**config.mk**
```make
export PLATFORM = sky130hd
export DESIGN_NAME = mat_sub_seq_flat
export DESIGN_NICKNAME = d
export VERILOG_FILES = /design/src/rtl/mat_pkg.sv /design/src/rtl/mat_sub_seq_if.sv /design/src/rtl/mat_sub_elem.sv /design/src/rtl/mat_sub_seq.sv /design/src/flat_wrapper.sv
export SDC_FILE = /design/constraint.sdc
export NUM_CORES = 1
export LEC_CHECK = 0
export CAP_MARGIN = 20
export CORE_ASPECT_RATIO = 0.9
export CORE_MARGIN = 4
export CORE_UTILIZATION = 51
export CTS_BUF_LIST = sky130_fd_sc_hd__clkbuf_16
export CTS_CLUSTER_DIAMETER = 50
export DETAILED_ROUTE_END_ITERATION = 7
export PLACE_DENSITY_LB_ADDON = 0.1
export SLEW_MARGIN = 20
export SYNTH_ARGS = -nofsm -noshare
export SYNTH_HDL_FRONTEND = slang
export SYNTH_SLANG_ARGS = --single-unit
```
**constraint.sdc**
```tcl
create_clock -name clk -period 3.8 [get_ports clk]
set_input_delay 0.38 -clock clk [delete_from_list [all_inputs] [get_ports clk]]
set_output_delay 0.38 -clock clk [all_outputs]
set_load 0.02 [all_outputs]
```
**src/rtl/mat_pkg.sv**
```systemverilog
// mat_pkg: FSM state type and signed saturation bounds shared by mat_sub_seq.
// Exports: state_t (IDLE/RUN/DRAIN/DONE), wide_t, sat_max(w), sat_min(w).
// sat_max/sat_min give the largest/smallest signed value of a w-bit word,
// sign-extended to MAX_W bits; callers slice off the low w bits.
package mat_pkg;
  typedef enum logic [1:0] {IDLE, RUN, DRAIN, DONE} state_t;
  localparam int MAX_W = 64;
  typedef logic signed [MAX_W-1:0] wide_t;
  function automatic wide_t sat_max(input int w);
    return (wide_t'(1) <<< (w - 1)) - wide_t'(1);
  endfunction
  function automatic wide_t sat_min(input int w);
    return ~sat_max(w);
  endfunction
endpackage

```
**src/rtl/mat_sub_seq_if.sv**
```systemverilog
// mat_sub_seq_if: control, element-read and result-write signals of mat_sub_seq.
// slave = the sequencer (drives status, read strobe/address, write port);
// master = the environment (drives start/abort and the A/B read data).
interface mat_sub_seq_if #(parameter int DATA_W = 32, parameter int ADDR_W = 6);
  logic start, abort, busy, done, ovf, rd_en, wr_en;
  logic [ADDR_W-1:0] rd_addr, wr_addr;
  logic [DATA_W-1:0] rd_data_a, rd_data_b, wr_data;
  modport master(output start, abort, rd_data_a, rd_data_b,
                 input busy, done, ovf, rd_en, rd_addr, wr_en, wr_addr, wr_data);
  modport slave(input start, abort, rd_data_a, rd_data_b,
                output busy, done, ovf, rd_en, rd_addr, wr_en, wr_addr, wr_data);
endinterface

```
**src/rtl/mat_sub_elem.sv**
```systemverilog
// mat_sub_elem: one registered signed element subtract out_data = a - b.
// Ports: clk, rst_n (async, active-low), clr (drop the element in flight),
// in_valid/in_addr/a/b in; out_valid/out_addr/out_data/out_ovf registered out.
// MAT_SUB_SAT_EN defined: overflowing results clamp to the signed max/min;
// otherwise they wrap modulo 2^DATA_W. out_ovf flags overflow either way.
module mat_sub_elem #(parameter int DATA_W = 32, parameter int ADDR_W = 6) (
  input  logic              clk,
  input  logic              rst_n,
  input  logic              clr,
  input  logic              in_valid,
  input  logic [ADDR_W-1:0] in_addr,
  input  logic [DATA_W-1:0] a,
  input  logic [DATA_W-1:0] b,
  output logic              out_valid,
  output logic              out_ovf,
  output logic [ADDR_W-1:0] out_addr,
  output logic [DATA_W-1:0] out_data
);
  import mat_pkg::*;
  logic [DATA_W:0] diff;
  logic [DATA_W-1:0] res;
  logic ovf;
  // one extra bit holds the exact difference; top two bits disagree on overflow
  assign diff = {a[DATA_W-1], a} - {b[DATA_W-1], b};
  assign ovf = diff[DATA_W] ^ diff[DATA_W-1];
`ifdef MAT_SUB_SAT_EN
  localparam wide_t SMAX = sat_max(DATA_W);
  localparam wide_t SMIN = sat_min(DATA_W);
  assign res = ovf ? (diff[DATA_W] ? SMIN[DATA_W-1:0] : SMAX[DATA_W-1:0]) : diff[DATA_W-1:0];
`else
  assign res = diff[DATA_W-1:0];
`endif
  always_ff @(posedge clk or negedge rst_n)
    if (!rst_n) begin
      out_valid <= 1'b0;
      out_ovf <= 1'b0;
      out_addr <= '0;
      out_data <= '0;
    end else begin
      out_valid <= in_valid && !clr;
      if (in_valid) begin
        out_addr <= in_addr;
        out_data <= res;
        out_ovf <= ovf;
      end
    end
endmodule

```
**src/rtl/mat_sub_seq.sv**
```systemverilog
// mat_sub_seq: streams C = A - B over a SIZE_A x SIZE_B signed matrix.
// Ports: clk, rst_n (async, active-low), bus (mat_sub_seq_if.slave):
// start/abort control, busy/done/ovf status, rd_en/rd_addr to the A/B
// memories (data one cycle later), wr_en/wr_addr/wr_data result port.
// Timing: reads at cycles 1..N after start, writes at 3..N+2, done at N+3.
// Optional macro MAT_SUB_SAT_EN selects saturating instead of wrapping results.
module mat_sub_seq #(
  parameter int SIZE_A = 8,
  parameter int SIZE_B = 8,
  parameter int DATA_W = 32
) (
  input logic clk,
  input logic rst_n,
  mat_sub_seq_if.slave bus
);
  import mat_pkg::*;
  localparam int N = SIZE_A * SIZE_B;
  localparam int ADDR_W = N > 1 ? $clog2(N) : 1;
  state_t state, nxt;
  logic [ADDR_W-1:0] cnt, a1;
  logic v1, d, s, last, go, w_ovf;
  assign last = cnt == ADDR_W'(N - 1);
  assign go = state == IDLE && bus.start;
  assign bus.rd_en = state == RUN;
  assign bus.rd_addr = cnt;
  assign bus.busy = state == RUN || state == DRAIN;
  assign bus.done = state == DONE;
  // sticky flag plus the element being written this cycle, so ovf rises with its write
  assign bus.ovf = s || (bus.wr_en && w_ovf);
  always_comb
    nxt = (state != IDLE && bus.abort) ? IDLE :
          state == IDLE  ? (bus.start ? RUN : IDLE) :
          state == RUN   ? (last ? DRAIN : RUN) :
          state == DRAIN ? (d ? DONE : DRAIN) : IDLE;
  // d marks the second DRAIN cycle, when the last element is written
  always_ff @(posedge clk or negedge rst_n)
    if (!rst_n) begin
      state <= IDLE;
      cnt <= '0;
      a1 <= '0;
      v1 <= 1'b0;
      d <= 1'b0;
      s <= 1'b0;
    end else begin
      state <= nxt;
      cnt <= go ? '0 : (bus.rd_en && !last) ? cnt + 1'b1 : cnt;
      a1 <= cnt;
      v1 <= bus.rd_en && !bus.abort;
      d <= state == DRAIN;
      s <= go ? 1'b0 : bus.ovf;
    end
  mat_sub_elem #(.DATA_W(DATA_W), .ADDR_W(ADDR_W)) u_elem (
    .clk(clk),
    .rst_n(rst_n),
    .clr(bus.abort),
    .in_valid(v1),
    .in_addr(a1),
    .a(bus.rd_data_a),
    .b(bus.rd_data_b),
    .out_valid(bus.wr_en),
    .out_ovf(w_ovf),
    .out_addr(bus.wr_addr),
    .out_data(bus.wr_data)
  );
endmodule

```
**src/flat_wrapper.sv**
```systemverilog
// flat-port wrapper written by rule: the top's interface ports become plain ports
module mat_sub_seq_flat import mat_pkg::*;
#(
  parameter int SIZE_A = 8,
  parameter int SIZE_B = 8,
  parameter int DATA_W = 32
)
  (clk, rst_n, bus_start, bus_abort, bus_rd_data_a, bus_rd_data_b, bus_busy, bus_done, bus_ovf, bus_rd_en, bus_rd_addr, bus_wr_en, bus_wr_addr, bus_wr_data);
  mat_sub_seq_if #(.DATA_W(DATA_W), .ADDR_W(6)) bus_i ();
  input logic clk;
  input logic rst_n;
  input wire logic [$bits(bus_i.start)-1:0] bus_start;
  input wire logic [$bits(bus_i.abort)-1:0] bus_abort;
  input wire logic [$bits(bus_i.rd_data_a)-1:0] bus_rd_data_a;
  input wire logic [$bits(bus_i.rd_data_b)-1:0] bus_rd_data_b;
  output wire logic [$bits(bus_i.busy)-1:0] bus_busy;
  output wire logic [$bits(bus_i.done)-1:0] bus_done;
  output wire logic [$bits(bus_i.ovf)-1:0] bus_ovf;
  output wire logic [$bits(bus_i.rd_en)-1:0] bus_rd_en;
  output wire logic [$bits(bus_i.rd_addr)-1:0] bus_rd_addr;
  output wire logic [$bits(bus_i.wr_en)-1:0] bus_wr_en;
  output wire logic [$bits(bus_i.wr_addr)-1:0] bus_wr_addr;
  output wire logic [$bits(bus_i.wr_data)-1:0] bus_wr_data;
  assign bus_i.start = bus_start;
  assign bus_i.abort = bus_abort;
  assign bus_i.rd_data_a = bus_rd_data_a;
  assign bus_i.rd_data_b = bus_rd_data_b;
  assign bus_busy = bus_i.busy;
  assign bus_done = bus_i.done;
  assign bus_ovf = bus_i.ovf;
  assign bus_rd_en = bus_i.rd_en;
  assign bus_rd_addr = bus_i.rd_addr;
  assign bus_wr_en = bus_i.wr_en;
  assign bus_wr_addr = bus_i.wr_addr;
  assign bus_wr_data = bus_i.wr_data;
  mat_sub_seq #(.SIZE_A(SIZE_A), .SIZE_B(SIZE_B), .DATA_W(DATA_W)) u_core (.clk(clk), .rst_n(rst_n), .bus(bus_i));
endmodule
```
==> results of run 1 <==
==> power breakdown <==
part | internal, uW | total (uW) | switching, uW
clock network | 499 | 776 | 277
logic | 598 | 1160 | 561
registers | 793 | 907 | 114
total | 1890 | 2840 | 952
==> Yosys cell counts, drive strengths merged, types with 2 or more instances <==
library cell | number | share of area
o211ai | 2 | 0.0039
ha | 37 | 0.12
inv | 37 | 0.036
a211oi | 2 | 0.0039
nor3 | 6 | 0.0078
nand3 | 8 | 0.010
nor2 | 24 | 0.023
o21ai | 23 | 0.031
a21oi | 30 | 0.040
xnor2 | 17 | 0.039
or3 | 3 | 0.0049
and3 | 4 | 0.0065
and2 | 3 | 0.0049
nor2b | 6 | 0.0098
o2111ai | 2 | 0.0046
a31o | 2 | 0.0046
a221o | 3 | 0.0078
o21a | 4 | 0.0078
clkbuf | 11 | 0.011
and4 | 3 | 0.0068
dfrtp | 57 | 0.37
a31oi | 3 | 0.0049
mux2 | 32 | 0.094
nand2b | 3 | 0.0049
a21o | 11 | 0.022
xor2 | 15 | 0.034
nand2 | 32 | 0.031
nand4 | 6 | 0.0098
==> how the worst max path moves through the flow <==
stage	start	endpoint	depth (start not counted)
after floorplan	bus_rd_data_b[4]	u_core.u_elem.out_data[21]$_DFFE_PN0P_	11
after global placement	bus_rd_data_a[0]	u_core.u_elem.out_ovf$_DFFE_PN0P_	13
after detailed placement	bus_rd_data_a[0]	u_core.u_elem.out_ovf$_DFFE_PN0P_	13
after CTS	bus_rd_data_a[0]	u_core.u_elem.out_ovf$_DFFE_PN0P_	13
after global routing	bus_rd_data_b[20]	u_core.u_elem.out_data[31]$_DFFE_PN0P_	12
final	bus_rd_data_a[0]	u_core.u_elem.out_ovf$_DFFE_PN0P_	13
==> final cells by class <==
type	instances	area (sq um)
Multi-Input combinational cell	295	2220
Fill cell	534	1820
Sequential cell	57	1430
Timing Repair Buffer	118	1170
Clock buffer	9	225
Inverter	38	143
Tap cell	93	116
Clock inverter	7	61.3
==> through the flow <==
stage	cell area [sq um]	worst slack (ps)
finish	5370	594
global route	5370	461
floorplan	3840	1150
detailed placement	5080	353
CTS	5370	651
global placement	5080	400
==> cells by family after synthesis <==
group / after synthesis / synth area share
AO/OA/AOI/OAI: 91 / 0.157
XOR/XNOR: 32 / 0.0730
adder cells (fa/ha/maj): 38 / 0.126
buffers and inverters: 50 / 0.0489
flip-flops: 57 / 0.372
multiplexers: 33 / 0.0965
AND/OR/NAND/NOR: 101 / 0.127
==> per-layer routing <==
layer / routed length, um / global-route usage / vias up
li1: - / - / 1655
met1: 4380 / 0.288 / 1569
met2: 4330 / 0.336 / 125
met3: 736 / 0.0618 / 13
met4: 110 / 0.0648 / 0
met5: 0 / 0 / -
==> sequential cells by signal, indices dropped and copies added, names as in the netlist, 2 cells and up <==
name	cells
u_core.u_elem.out_addr	6
u_core.a1	6
u_core.state	2
u_core.u_elem.out_data	32
u_core.bus.rd_addr	6
==> impl_summary.md, run 1 <==
Critical path
STA classifies the critical path startpoint as an input pin. For the worst setup path, the data arrival time is 3460 ps. In this run the critical register-to-register path is captured at u_core.bus.rd_addr[5]$_DFFE_PN0P_. The maximum net fanout on the critical path is 3. The number of cells on the worst reg-to-reg path is 7. The critical path in this run is classified as input pin to flip-flop. The combined buffer and inverter count along the critical path is 2.

At the worst endpoint, the required time is 4050 ps. Walking the worst path, the cells encountered are clkdlybuf4s50_1 -> inv_1 -> ha_1 -> fa_1 -> nor2b_1 -> o2111ai_1 -> a21oi_1 -> o21ai_1 -> o21ai_0 -> o2111ai_1 -> a21o_1 -> a211o_1 -> nand3_1. The register-to-register path setup slack is 1720 ps. STA classifies the critical path endpoint as a flip-flop. The category of cells accounting for the largest share of critical-path delay is compound AO/OA/AOI/OAI gates. The worst register-to-register path begins at u_core.state[1]$_DFF_PN0_. Counting stages on the worst path, the most repeated cell is sky130_fd_sc_hd__o2111ai_1. The stage delay of the slowest cell on the critical path is 460 ps.

The slowest cell on the critical path is sky130_fd_sc_hd__o21ai_0.

Synthesis
Synthesis handed over a netlist of 402 instances. The area of the mapped netlist is 3840 sq um. The portion of the post-synthesis area used by sequential elements is 0.372. The number of synthesized register bits is 57. Of all flip-flops after synthesis, the portion carrying an async set or reset was 1.00. The most used flip-flop cell after synthesis is sky130_fd_sc_hd__dfrtp_1. The synthesized area per cell is 9.55 sq um. The count of flip-flops with a built-in enable after synthesis is 0.

The post-synth net total is 508. The number of warnings printed during yosys synthesis is 0. The number of distinct library cell variants in the gate-level netlist after synthesis is 48.

STA
The worst path needs 3210 ps of the cycle, external delays included. The final count of hold timing violations was 0. For this run, the top clock speed supported by timing is 312 MHz. At the pin with the least slew margin, the transition time is 590 ps.

Setup repair after global routing left no endpoint under its margin. The max-slew headroom at the worst pin is 0.605. The tightest hold path in the finished design has a slack of 53.5 ps. The final number of max-transition violations was 0. The setup violation total in the final timing report is 0.

In the final timing run, aggregate negative setup slack is 0 ps. Of the available clock period, the critical path in the final layout requires 0.844. For the final database, setup skew stands at 7.85 ps.

Place
Routability-driven placement finished with a final weighted congestion of 0.865. Summed over all nets, the half-perimeter wirelength after detailed placement is 7.34 mm. The count of input and output buffers is 116. The number of placed instances, taps included is 601.

Drt
The average via count per standard cell is 5.45. The number of violations reported at the end of detailed-routing iteration 0 is 169. The antenna violation net count after detailed routing is 0. The total vias in the final route is 3,362. The first-pass detailed-route iteration total is 4. For this block, the routed nets add up to 9.56 mm of wire. In the routed design, unresolved DRC markers number 0. The detail-routed net length per standard cell is 15.5 um.

Pwr
After layout, the design draws a total of 2840 uW. Dividing total power by cell area gives a power density of 529 nW/um^2. VDD sags by at most 0.307 mV.

The leakage power of the design is 0.00246 uW.

GRT
The first global-routing pass estimated 15.9 mm of wire. Entering global routing, the biggest net connects 42 pins. The number of antenna violations at the first check in global routing is 0. Global routing finished with a remaining overflow of 0. In the global route stage, overall resource usage came out at 0.215. The via count of the first global-routing pass came to 3,421.

Clock tree
The level count of the clock H-tree is 3. The post-CTS repair timing setup buffer count is 0. The clock net sink count is 57. The cell sitting at the root of the clock tree is a sky130_fd_sc_hd__clkbuf_16. Clock-pin slew was measured on the worst setup and hold paths at 60 ps. The number of clock buffers added by TritonCTS is 9. The total of hold buffers inserted after clock tree synthesis is 0.

The maximum clock insertion buffer count is 2. Clock latency on the worst-skew pair, taken at its later pin, is 320 ps. Once the clock tree was built, the resizer swapped 0 gates to a different size.

The TritonCTS clock tree is built.

Final layout
The final design utilization is 0.747. The area added between synthesis and finish is 39.9%. Leaving out fill and tap cells, the most frequent cells in the layout are sky130_fd_sc_hd__clkdlybuf4s50_1, sky130_fd_sc_hd__dfrtp_1, sky130_fd_sc_hd__inv_1, sky130_fd_sc_hd__ha_1. The total number of nets in the final design is 625. The most frequent standard cell in the layout excluding fill and tap cells is sky130_fd_sc_hd__clkdlybuf4s50_1. The number of antenna diodes in the final layout is 0. The final non-filler cell total is 617. Of the cells placed in the final design, the portion with a size suffix greater than 1 is 0.105.

Job
The number of max-cap violations is 0.

Run status
The run finished with clean final reports.

Floorplan
The floorplan step defined a core boundary enclosing 7180 sq um. After floorplanning, the core was divided into 29 placement rows. The horizontal die dimension is 99.4 um. The die is 90.3 um tall. The die covers 8980 sq um. The initial standard-cell utilization of the core is 0.534.

The count of boundary I/O pins is 117.

Hold path
The worst min-delay path category is input pin to async pin.
(Power assumes the default switching activity.)
==> inputs of run 2 (changes only) <==
Settings changed: CORE_UTILIZATION 51 to 43.
Clock period 3.8 ns to 2.6 ns, I/O delays scaled along.
==> run 2 against run 1 <==
Net effect: highest routed layer unchanged; critical path depth is 1 lower; via count rose by 12%; clock-buffer cell count stayed put; design area up 22%; clock skew decreased by 2.8 ps; hold slack better by 340 ps; die area increased by 17%; sequential power up 48%; worst setup slack worse by 580 ps.
==> impl_summary.md, run 2 (synthesis gave the netlist of run 1 again) <==
Clock tree
TritonCTS built the clock tree. The clock net sink count is 57. The level count of the clock H-tree is 3. The master cell of the clock root buffer is sky130_fd_sc_hd__clkbuf_16. The later-pin clock latency in the skew report is 320 ps. The number of clock buffers added by TritonCTS is 9. The maximum clock insertion buffer count is 2. The clock input transition at the sequential cells of the worst setup and hold paths is 50 ps.

Pwr
The worst-case IR drop observed on VDD is 0.468 mV. Of the total power, the share spent switching nets is 0.349. The portion of total power attributed to sequential cells is 0.302. The total power draw is 4430 uW.

The share of total power dissipated in combinational logic is 0.454. The leakage power of the design is 0.00304 uW. Cell internal power was estimated by the tool at 2880 uW. The share of total power in the clock network is 0.244. Dividing total power by cell area gives a power density of 678 nW/um^2. Summed over all nets, the switching power comes to 1550 uW.

Critical path
The signal on the critical path passes through clkdlybuf4s50_1 -> inv_1 -> ha_1 -> buf_6 -> and4_1 -> a221o_1 -> a32oi_2 -> o21ai_4 -> o2111ai_4 -> nand2_2 -> xor2_1 -> mux2_4. The category of cells accounting for the largest share of critical-path delay is compound AO/OA/AOI/OAI gates. The stage delay of the slowest cell on the critical path is 450 ps. The required time of the critical path is 2810 ps. The worst setup path is captured at a flip-flop. The kind of critical path is input pin to flip-flop. The maximum net fanout on the critical path is 7. The critical path contains buffers and inverters numbering 3 combined.

STA puts the critical path data arrival time at 2790 ps. The worst setup path is launched from an input pin. The slowest cell on the critical path is sky130_fd_sc_hd__clkdlybuf4s50_1.

Drt
The first-pass detailed-route iteration total is 4. The number of design rule violations left after detail routing is 0. The first routing iteration left 149 violations. The total vias in the final route is 3,755. Dividing the detail-routed wire length by the instance count gives 15.5 um. Summed over all layers, the routed wires come to 11.3 mm. Dividing the detail-routed via count by the number of cells gives 5.12. After detailed routing, no signal wire sits above met4.

The wire length on met2 is 5.56 mm. After detailed routing, the wire length on met1 is 5.00 mm. The antenna violation net count after detailed routing is 0. After detailed routing, the met3 layer carries 647 um of wire.

Floorplan
The floorplan row count is 32. The die covers 10,500 sq um. The die span in y is 97.6 um. The die is 108 um wide. The area of the placeable core is 8650 sq um.

For this design the top-level I/O count stands at 117. The initial utilization of the core area, before any placement, comes to 0.444.

STA
The final number of max-transition violations is 0. The setup violation total in the final timing report is 0. Measured against its own limit, the worst slew margin works out to 0.620. The final count of hold timing violations is 0. Based on the critical path, the design can be clocked at up to 387 MHz. The final worst clock skew is 5.02 ps. For the pin with the worst max-slew slack, the measured transition is 570 ps. The worst path needs 2590 ps of the cycle, external delays included. The final period utilization is 0.994.

Setup repair after global routing could not meet its margin everywhere.

GRT
The overall global routing resource usage is 0.212. The global-route wire length before repair is 18.1 mm. The via count of the first global-routing pass is 3,866. Entering global routing, the biggest net connects 37 pins. The number of antenna violations at the first check in global routing is 0. Summed over all layers, the global routing overflow is 0.

Hold path
The worst min-delay path category is input pin to flip-flop.

Final layout
The most frequent standard cell in the layout excluding fill and tap cells is sky130_fd_sc_hd__clkdlybuf4s50_1. For this run, the share of the core covered by cells in the final layout is 0.756. Compared with the post-synthesis result, the final layout area differs by 70.4%. In the final layout, the share of cells above drive strength 1 is 0.343. Leaving out fill and tap cells, the most frequent cells in the layout are sky130_fd_sc_hd__clkdlybuf4s50_1, sky130_fd_sc_hd__buf_4, sky130_fd_sc_hd__dfrtp_1. The sequential cells in the finished layout cover a total of 1430 sq um.

The register with the most flip-flops in the layout has 32 of them. The total number of nets in the final design is 716. Counting the fill cells in the layout gives 607. The multi-input combinational cells in the finished layout cover a total of 2660 sq um. The number of antenna cells inserted is 0. The register name with the most flops is u_core.u_elem.out_data.

Job
The number of max-cap violations is 0.

Place
The count of input and output buffers is 116. Summed over all nets, the half-perimeter wirelength after detailed placement is 8.16 mm. The weighted congestion at the end of routability-driven global placement is 0.831.

Run status
The run finished with clean final reports.
==> run 2: power by group through the flow <==
stage               registers (uW)  clock network, uW  logic [uW]
floorplan                     1610                  0         631
global placement              1350                  0        1810
detailed placement            1350                  0        1840
CTS                           1340               1090        1940
global route                  1380               1140        2150
finish                        1340               1080        2010
==> run 2: worst reg2reg max path, stage by stage, from the launching register on <==
cell and delay, ps:
sky130_fd_sc_hd__dfrtp_2 600, sky130_fd_sc_hd__clkinv_1 410, sky130_fd_sc_hd__or4b_1 600, sky130_fd_sc_hd__o211ai_1 120
==> run 2: routing by layer <==
layer / GRT usage / vias up
met5: 0 / -
met2: 0.357 / 109
met4: 0.0573 / 0
met1: 0.274 / 1807
met3: 0.0472 / 14
li1: - / 1825
==> run 2: timing repair <==
item / 4_1_cts / 5_1_grt
setup buffers: 15 / 3
endpoints found under the setup margin: 14 / 13
pin swaps: 31 / 41
hold buffers: 1 / 0
resized for setup: 53 / 59
cloned: 0 / 0
endpoints found under the hold margin: 21 / 0
==> run 2: path summary, 6_finish.rpt <==
path | slack, ps | depth (start not counted) | to | startpoint
worst max-delay path | 10 | 12 | u_core.u_elem.out_data[30]$_DFFE_PN0P_ | bus_rd_data_b[17]
worst min-delay path | 390 | 3 | u_core.u_elem.out_data[0]$_DFFE_PN0P_ | bus_rd_data_b[0]
worst max register to register | 790 | 3 | u_core.u_elem.out_data[25]$_DFFE_PN0P_ | u_core.v1$_DFF_PN0_
worst min register to register | 470 | 1 | u_core.u_elem.out_addr[0]$_DFFE_PN0P_ | u_core.a1[0]$_DFF_PN0_
max in group asynchronous | 1530 | 3 | u_core.v1$_DFF_PN0_ | rst_n
min in group asynchronous | 470 | 2 | u_core.u_elem.out_data[24]$_DFFE_PN0P_ | rst_n
==> run 2: metrics by stage <==
stage,worst slack (ps),std cells,area [sq um],TNS [ps],hold WS (ps)
3_5_place_dp,-570,699,5670,-7740,293
6_report,14.9,734,6540,0,393
4_1_cts,14.0,731,6270,0,400
2_1_floorplan,71.3,402,3840,0,-35.6
3_3_place_gp,-517,699,5670,-6920,288
5_1_grt,-72.7,734,6540,-163,433
==> run 2: layout make-up <==
class | count | area share
clock buffer | 9 | 0.0344
clock inverter | 7 | 0.00689
inverter | 38 | 0.0218
multi-input combinational | 295 | 0.407
sequential | 57 | 0.218
tap | 119 | 0.0228
timing repair buffer | 209 | 0.288
